File: config.mk
export PLATFORM = sky130hd
export DESIGN_NAME = cpc_bus_initiator
export DESIGN_NICKNAME = d
export VERILOG_FILES = /design/src/rtl/cpc_bus_pkg.sv /design/src/rtl/cpc_tstate_timer.sv /design/src/rtl/cpc_bus_initiator.sv
export SDC_FILE = /design/constraint.sdc
export NUM_CORES = 1
export LEC_CHECK = 0
export CORE_MARGIN = 2
export CORE_UTILIZATION = 40
export DETAILED_ROUTE_END_ITERATION = 6
export PLACE_DENSITY = 0.76
export SYNTH_ARGS = -nofsm -noshare
export SYNTH_HDL_FRONTEND = slang
export SYNTH_SLANG_ARGS = --single-unit
File: constraint.sdc
create_clock -name CLK -period 5.35 [get_ports CLK]
set_input_delay 1.07 -clock CLK [delete_from_list [all_inputs] [get_ports CLK]]
set_output_delay 1.07 -clock CLK [all_outputs]
set_load 0.02 [all_outputs]
File: src/rtl/cpc_bus_pkg.sv
// Shared encodings for the CPC expansion-bus initiator: request ops, FSM states
// and the fixed bus addresses it drives.
package cpc_bus_pkg;

    typedef enum logic [1:0] {
        OP_SEL     = 2'd0,
        OP_READ    = 2'd1,
        OP_SELREAD = 2'd2
    } cpc_op_e;

    typedef enum logic [3:0] {
        IDLE  = 4'd0,
        IO_T1 = 4'd1,
        IO_T2 = 4'd2,
        IO_TW = 4'd3,
        IO_T3 = 4'd4,
        MR_T1 = 4'd5,
        MR_T2 = 4'd6,
        MR_TW = 4'd7,
        MR_T3 = 4'd8,
        DONE  = 4'd9
    } cpc_state_e;

    localparam logic [15:0] ROMSEL_ADDR = 16'hDF00;
    localparam logic [15:0] UROM_BASE   = 16'hC000;

    // The reserved encoding 3 behaves exactly like a plain READ.
    function automatic cpc_op_e decode_op(input logic [1:0] op);
        return (op == 2'd3) ? OP_READ : cpc_op_e'(op);
    endfunction

endpackage

File: src/rtl/cpc_tstate_timer.sv
// Z80 T-state timer: a T_DIV down-counter flagging the first and last CLK of
// each T-state. Reloads on a state change or when the current T-state ends.
module cpc_tstate_timer #(
    parameter int T_DIV = 4
) (
    input  logic clk,
    input  logic reset,
    input  logic reload,
    output logic start,
    output logic last
);

    localparam int CW = $clog2(T_DIV);
    localparam logic [CW-1:0] LOAD = CW'(T_DIV - 1);

    logic [CW-1:0] cnt_q;

    always_ff @(posedge clk) begin
        if (reset || reload || last) begin
            cnt_q <= LOAD;
        end else begin
            cnt_q <= cnt_q - CW'(1);
        end
    end

    assign last  = (cnt_q == '0);
    assign start = (cnt_q == LOAD);

endmodule

File: src/rtl/cpc_bus_initiator.sv
// Host-side Z80 bus-cycle generator for the CPC expansion connector: upper-ROM
// select writes to &DFxx and upper-ROM reads at &C000-&FFFF.
//
// state | meaning
// IDLE  | waiting for a request, req_ready high
// IO_T1 | IO write: address and data set up
// IO_T2 | IOREQ_B/WR_B asserted
// IO_TW | automatic IO wait, repeats while READY low
// IO_T3 | last IO T-state; SELREAD continues into MR_T1
// MR_T1 | memory read: address set up
// MR_T2 | MREQ_B/RD_B/ROMEN_B asserted, READY sampled at its end
// MR_TW | inserted wait, repeats while READY low
// MR_T3 | data and ROMDIS captured on its last CLK
// DONE  | strobes released, one-CLK rsp_valid
module cpc_bus_initiator
    import cpc_bus_pkg::*;
#(
    parameter int T_DIV    = 4,
    parameter int WAIT_MAX = 15
) (
    input  logic        CLK,
    input  logic        RESET,
    input  logic        req_valid,
    output logic        req_ready,
    input  logic [1:0]  req_op,
    input  logic [7:0]  req_rom,
    input  logic [13:0] req_addr,
    output logic        rsp_valid,
    output logic [7:0]  rsp_data,
    output logic        rsp_romdis,
    output logic        rsp_timeout,
    output logic [15:0] A,
    output logic [7:0]  D_OUT,
    output logic        D_OE,
    input  logic [7:0]  D_IN,
    output logic        MREQ_B,
    output logic        IOREQ_B,
    output logic        RD_B,
    output logic        WR_B,
    output logic        ROMEN_B,
    input  logic        READY,
    input  logic        ROMDIS
);

    localparam logic [3:0] WAIT_LIM = 4'(WAIT_MAX);

    cpc_state_e  state_q, state_d;
    cpc_op_e     op_q;
    logic [7:0]  rom_q;
    logic [13:0] addr_q;
    logic [3:0]  wait_q;
    logic        accept;
    logic        wait_ins;
    logic        timeout_d;
    logic        t_start;
    logic        t_last;
    logic [7:0]  rom_n;
    logic [13:0] addr_n;
    logic        io_strb_d;
    logic        mem_strb_d;
    logic        oe_d;

    cpc_tstate_timer #(.T_DIV(T_DIV)) u_timer (
        .clk    (CLK),
        .reset  (RESET),
        .reload (state_d != state_q),
        .start  (t_start),
        .last   (t_last)
    );

    assign accept = (state_q == IDLE) && req_ready && req_valid;
    assign rom_n  = accept ? req_rom  : rom_q;
    assign addr_n = accept ? req_addr : addr_q;

    always_comb begin
        state_d   = state_q;
        wait_ins  = 1'b0;
        timeout_d = 1'b0;
        case (state_q)
            IDLE: begin
                if (accept) begin
                    state_d = (decode_op(req_op) == OP_READ) ? MR_T1 : IO_T1;
                end
            end
            IO_T1: if (t_last) state_d = IO_T2;
            IO_T2: if (t_last) state_d = IO_TW;
            IO_TW: begin
                if (t_last) begin
                    if (READY) begin
                        state_d = IO_T3;
                    end else if (wait_q >= WAIT_LIM) begin
                        state_d   = DONE;
                        timeout_d = 1'b1;
                    end else begin
                        wait_ins = 1'b1;
                    end
                end
            end
            IO_T3: if (t_last) state_d = (op_q == OP_SELREAD) ? MR_T1 : DONE;
            MR_T1: if (t_last) state_d = MR_T2;
            MR_T2, MR_TW: begin
                if (t_last) begin
                    if (READY) begin
                        state_d = MR_T3;
                    end else if (wait_q >= WAIT_LIM) begin
                        state_d   = DONE;
                        timeout_d = 1'b1;
                    end else begin
                        state_d  = MR_TW;
                        wait_ins = 1'b1;
                    end
                end
            end
            MR_T3: if (t_last) state_d = DONE;
            DONE:  state_d = IDLE;
            default: state_d = IDLE;
        endcase
    end

    always_ff @(posedge CLK) begin
        if (RESET) begin
            state_q <= IDLE;
            op_q    <= OP_SEL;
            rom_q   <= 8'h00;
            addr_q  <= 14'h0000;
            wait_q  <= 4'h0;
        end else begin
            state_q <= state_d;
            if (accept) begin
                op_q   <= decode_op(req_op);
                rom_q  <= req_rom;
                addr_q <= req_addr;
            end
            // Wait budget is per bus cycle, so SELREAD starts its read afresh.
            if (state_d == IO_T1 || state_d == MR_T1) begin
                wait_q <= 4'h0;
            end else if (wait_ins && wait_q != 4'hF) begin
                wait_q <= wait_q + 4'h1;
            end
        end
    end

    assign io_strb_d  = (state_d == IO_T2) || (state_d == IO_TW) || (state_d == IO_T3);
    assign mem_strb_d = (state_d == MR_T2) || (state_d == MR_TW) || (state_d == MR_T3);
    assign oe_d       = (state_d == IO_T1) || io_strb_d;

    // Bus pins are registered from the next state so they switch on the same
    // edge as the FSM, without decode glitches on the connector.
    always_ff @(posedge CLK) begin
        if (RESET) begin
            req_ready   <= 1'b0;
            rsp_valid   <= 1'b0;
            rsp_data    <= 8'h00;
            rsp_romdis  <= 1'b0;
            rsp_timeout <= 1'b0;
            A           <= 16'h0000;
            D_OUT       <= 8'h00;
            D_OE        <= 1'b0;
            MREQ_B      <= 1'b1;
            IOREQ_B     <= 1'b1;
            RD_B        <= 1'b1;
            WR_B        <= 1'b1;
            ROMEN_B     <= 1'b1;
        end else begin
            req_ready <= (state_d == IDLE);
            rsp_valid <= (state_d == DONE);
            D_OE      <= oe_d;
            IOREQ_B   <= !io_strb_d;
            WR_B      <= !io_strb_d;
            MREQ_B    <= !mem_strb_d;
            RD_B      <= !mem_strb_d;
            ROMEN_B   <= !mem_strb_d;
            if (state_d == IO_T1) begin
                A     <= ROMSEL_ADDR;
                D_OUT <= rom_n;
            end else if (state_d == MR_T1) begin
                A <= UROM_BASE | {2'b00, addr_n};
            end
            if (state_d == DONE) begin
                rsp_data    <= (state_q == MR_T3) ? D_IN : 8'h00;
                rsp_romdis  <= (state_q == MR_T3) && ROMDIS;
                rsp_timeout <= timeout_d;
            end
        end
    end

    a_tstate_start: assert property (@(posedge CLK) disable iff (RESET)
        (state_d != state_q) |=> t_start);

endmodule

## Word level (Yosys, flattened, before mapping)

Index checks and enable logic that the tools add are counted.
Widths: inputs -> output; s select.

- Register bits: 73
- Logic and storage cells: 93
- Output and inout bits: 42
- Bits of input ports: 37

- Add/sub/neg operators: 2
- Equal/unequal tests: 22
- Order comparisons: 1
- Mux-type cells: 29
- Reduce and logical (&&, ||, !) cells: 22

Operators by type and width:

| operator | count |
|---|---|
| $mux 4 | 13 |
| $eq 4x3->1 const B | 8 |
| $mux 16 | 2 |
| $pmux 4 s8 | 1 |
| $eq 4x2->1 const B | 4 |
| $mux 8 | 2 |
| $mux 14 | 1 |
| $eq 4x4->1 const B | 3 |
| $eq 4x1->1 const B | 2 |
| $logic_not 4->1 | 2 |
| $logic_or 1x1->1 | 8 |
| $mux 1 | 8 |
| $reduce_or 2->1 | 3 |
| $add 4x1->4 const B | 1 |
| $eq 2x2->1 const B | 2 |
| $ge 4x4->1 const B | 1 |
| $logic_and 1x1->1 | 4 |
| $ne 4x4->1 | 1 |
| $ne 4x4->1 const B | 1 |
| $mux 3 | 1 |
| $reduce_or 3->1 | 1 |
| $eq 2x1->1 const B | 1 |
| $logic_not 1->1 | 2 |
| $logic_not 2->1 | 1 |
| 3 further kinds | 3 |

## Longest topological paths before layout

- Depth after elaboration: 10
- Depth in mapped cells: 9
- Depth with buffers taken out: 8

## Hierarchy

From an unflattened synthesis, not the netlist that was laid out.

- Cells, all modules: 287
- Area total of the unflattened synthesis: 2974.1 um2

Modules (own cells, without submodules):

| module | cells an instance | seq. area each (um2) | area an instance (um2) | times used |
|---|---|---|---|---|
| cpc_bus_initiator | 279 | 1401.3 | 2881.5 | 1 |
| cpc_tstate_timer | 8 | 40.0 | 92.6 | 1 |

## Worst setup path after synthesis

OpenSTA, ideal clock, no wires.

- Kind: input to register
- From: input READY
- To: register D_OUT[0]
- Stages: 6
- Required time: 5.222 ns
- Arrival time: 2.677 ns
- Setup time: 0.128 ns
- Buffers on the path: 0
- Setup slack: 2.545 ns
- Cells stage by stage: a31oi_1 > o211a_1 > a2111o_1 > a2111oi_4 > mux2i_1 > nor2_1

- Cells in the longest elaborated chain, start to end: 4
- Elaborated cells between the ends (all ways): 6
- Those cells by class: 1 x eq/ne; 5 x mux

RTL lines:

| element | line | source |
|---|---|---|
| from (decl) | cpc_bus_initiator.sv:41 | `input logic READY,` |
| $mux 4, on equally long branches | cpc_bus_initiator.sv:103, cpc_bus_initiator.sv:89 |  |
| $mux 4, on equally long branches | cpc_bus_initiator.sv:102, cpc_bus_initiator.sv:88 |  |
| $pmux 4 s8 * | cpc_bus_initiator.sv:79 | `case (state_q)` |
| $eq 4x1->1 * | cpc_bus_initiator.sv:173 | `if (state_d == IO_T1) begin` |
| to (signal assigned) | cpc_bus_initiator.sv:175 | `D_OUT <= rom_n;` |
| to (decl) | cpc_bus_initiator.sv:33 | `output logic [7:0] D_OUT,` |

Every way passes the cells marked *; elsewhere a longest branch is shown, timed or not.
A chain may end at the register's enable or synchronous reset.

## Worst setup path in the final report

- From: input req_valid
- To: register A[9]

- Cells in the longest elaborated chain, start to end: 5
- Elaborated cells between the ends (all ways): 9
- Those cells by class: 2 x eq/ne; 5 x mux; 2 x reduce/logical

RTL lines:

| element | line | source |
|---|---|---|
| from (decl) | cpc_bus_initiator.sv:23 | `input logic req_valid,` |
| $logic_and 1x1->1 * | cpc_bus_initiator.sv:71 | `assign accept = (state_q == IDLE) && req_ready && req_valid;` |
| $mux 4 | cpc_bus_initiator.sv:81 | `if (accept) begin` |
| $pmux 4 s8 | cpc_bus_initiator.sv:79 |  |
| $eq 4x1->1 or $eq 4x3->1 (tied branches) | cpc_bus_initiator.sv:173, cpc_bus_initiator.sv:176 |  |
| $mux 16 or $reduce_bool 2->1 (tied branches) | - |  |
| to (signal assigned) | cpc_bus_initiator.sv:177 | `A <= UROM_BASE \| {2'b00, addr_n};` |
| to (decl) | cpc_bus_initiator.sv:32 | `output logic [15:0] A,` |

Every way passes the cells marked *; elsewhere a longest branch is shown, timed or not. The select of a mux whose other input is x is not followed.

==> results.md <==
- Syn nets: 330
- Final hold vios: 0
- Status: completed
- Finish-stage setup viols: 0
- Netlist Area Pre-Place: 2750 µm²
- Register area share after synthesis: 52.4%
- Final WS setup: 1900 ps
- Vias in the first global route: 2374
- Worst path required time: 5580 ps
- Share of the synthesized area in the top cell type: 52.4%
- Tightest Hold Check Type: reg2reg
- ANT nets after route: 0
- Setup bufs post-CTS: 0
- Pre-CTS WS: 1550 ps
- Initial Util: 40.9%
- Die W: 86.9 µm
- Num Clock Sinks: 72
- Tot Pwr: 1.28 mW
- Routability cong.: 0.863
- Critical path class: in2reg
- Met1 Resource Use GR: 21.7%
- Pwr Density: 343 nW/µm²
- Die Ht: 86.9 µm
- 1st-pass router iterations: 4
- Nets: 399
- Avg Synthesized Cell Area: 9.45 µm²
- Peak supply drop: 248 µV
- Worst-Margin Slew: 1080 ps
- Gate Count Post-Synth: 291
- GRT Util Overall: 18.4%
- Top cell type by total area after synthesis: dfxtp_1
- # DRC: 0
- Vias per cell: 5.13
- Die area: 7560 µm²
- IO Count: 79
- Fmax achieved: 290 MHz
- Post-synth top cells: 72 x dfxtp_1, 50 x nand2_1, 31 x nor2_1, 23 x a21oi_1, 19 x a22o_1
- Setup TNS: 0 ps
- DR vias: 2284
- H-Tree Depth: 3
- LEAKAGE: 1.41 nW
- CTS resizes: 0
- Endpoint type of the worst setup path: flop
- Share of cells above drive strength 1: 9.04%
- Fin crit share: 64.5%
- # diodes: 0
- Ys Warns: 0
- Max transition margin: 26.2%
- GR peak layer: met2
- Remaining Overflow, GRT: 0
- CTS Buf Count: 9
- DP HPWL: 4.37 mm
- Core Region: 6720 µm²
- CTS tree: done
- RSZ-0062 raised after global routing: no
- Worst clock skew: 9.98 ps
- Largest net degree at the start of global routing: 54
- Max FO, Critical Path: 25
- Global-route track usage on met2: 32.1%
- Async SR Flop Fraction: 0%
- Max cap viols: 0
- Most used flip-flop cell after synthesis: dfxtp_1
- Clk buf depth: 2
- First DRT Iteration DRCs: 103
- # rows: 30
- Fin crit period: 3450 ps
- FF+latch count, synth: 72
- IO buf count: 78
- CP arrival: 3680 ps
- Fillers: 600
- Initial antenna violation count: 0
- Hold buffer count at CTS: 0
- P&R area growth vs syn: 35.7%
- Count leader, synth: dfxtp_1
- First-pass GRT wire length: 10.9 mm
- Pins Over Slew Limit: 0
- Drt total wl: 6.29 mm
- Netlist cell types: 49
- CP Launch Type: primary input
- Clock latency reported for the late side of the worst-skew pair: 350 ps
- Grt met3 use: 6.16%
- Clk pin slew, worst setup/hold paths: 70 ps
- Root Driver: clkbuf_8
- Synth area leaders: dfxtp_1 52%, nand2_1 6.8%, a22o_1 6.0%, nor2_1 4.2%, a21oi_1 4.2%
- Number of synthesized flops with an enable pin: 0
- WL/cell: 14.1 µm
[cells by family after synthesis]
kind of cell	count (synthesis)	synth area share [%]
multiplexers	11	4.00
buffers and inverters	26	4.27
AO/OA/AOI/OAI	68	19.7
AND/OR/NAND/NOR	109	17.8
adder cells (fa/ha/maj)	2	0.909
XOR/XNOR	3	0.955
flip-flops	72	52.4
[placed cells by master (no fill, tap or decap), types with 2 or more instances in the layout]
| cell | Yosys | layout |
|---|---|---|
| nand2b_1 | 3 | 3 |
| or2_2 | 3 | 3 |
| a221o_1 | 2 | 2 |
| dfxtp_1 | 72 | 72 |
| nor2_1 | 31 | 30 |
| a21oi_1 | 23 | 23 |
| nor2b_1 | 4 | 4 |
| clkinv_2 | 0 | 3 |
| a211oi_1 | 2 | 2 |
| ha_1 | 2 | 2 |
| a2111oi_0 | 2 | 2 |
| a22o_1 | 19 | 19 |
| nor3_1 | 5 | 5 |
| o21ai_0 | 2 | 2 |
| nor4_1 | 3 | 3 |
| xor2_1 | 2 | 2 |
| inv_1 | 4 | 4 |
| nand2_1 | 50 | 50 |
| clkbuf_8 | 0 | 9 |
| o211a_1 | 2 | 2 |
| mux2i_1 | 11 | 11 |
| clkdlybuf4s50_1 | 0 | 77 |
| o21ba_2 | 2 | 2 |
[cell type report]
type | count | area (µm²) | share of cell area [%]
Clock buffer | 9 | 124 | 3.32
Timing Repair Buffer | 79 | 783 | 21.0
Multi-Input combinational cell | 193 | 1190 | 32.0
Tap cell | 80 | 100 | 2.68
Inverter | 5 | 18.8 | 0.503
Clock inverter | 7 | 70.1 | 1.88
Sequential cell | 72 | 1440 | 38.6
[state kept, by name (all words and copies together), names as in the netlist, 2 cells and up]
name           flops
wait_q             4
op_q               2
addr_q            14
u_timer.cnt_q      2
rsp_data           8
A                 15
rom_q              8
state_q            4
D_OUT              8
[metal layers]
layer	wire, µm	vias to the layer above	share of wire [%]
li1	-	1157	-
met1	2820	1064	45
met2	3120	56	50
met3	300	7	4.8
met4	50	0	0.79
met5	0	-	0
[final timing paths]
path	to	from	slack, ps	cells past startpoint
setup reg to reg	A[9]$_SDFFE_PP0P_	state_q[3]$_SDFF_PP0_	2110	7
hold / removal	u_timer.cnt_q[0]$_SDFF_PP1_	u_timer.cnt_q[0]$_SDFF_PP1_	390	1
hold reg to reg	u_timer.cnt_q[0]$_SDFF_PP1_	u_timer.cnt_q[0]$_SDFF_PP1_	390	1
setup / recovery	A[9]$_SDFFE_PP0P_	req_valid	1900	8
[where the power goes]
group          switching [mW]  total, mW  internal [mW]
combinational           0.141      0.260          0.119
sequential             0.0217      0.599          0.577
clock                   0.206      0.421          0.215
[critical path: stages]
cell             delay, ps
clkdlybuf4s50_1        450
nand2_1                 80
nor2_2                 780
a2111oi_0              420
nor2_1                 180
buf_4                  240
nor2_1                  80
a221o_1                380
[stage by stage]
step	instance area (µm²)	hold WS (ps)	util, %	instances
2_1_floorplan	2750	358	-	291
3_3_place_gp	3540	364	52.7	429
3_5_place_dp	3540	373	52.7	429
4_1_cts	3730	390	55.5	445
5_1_grt	3730	409	55.5	445
6_report	3730	386	55.5	445
No activity file was read; power rests on OpenSTA's default activity.
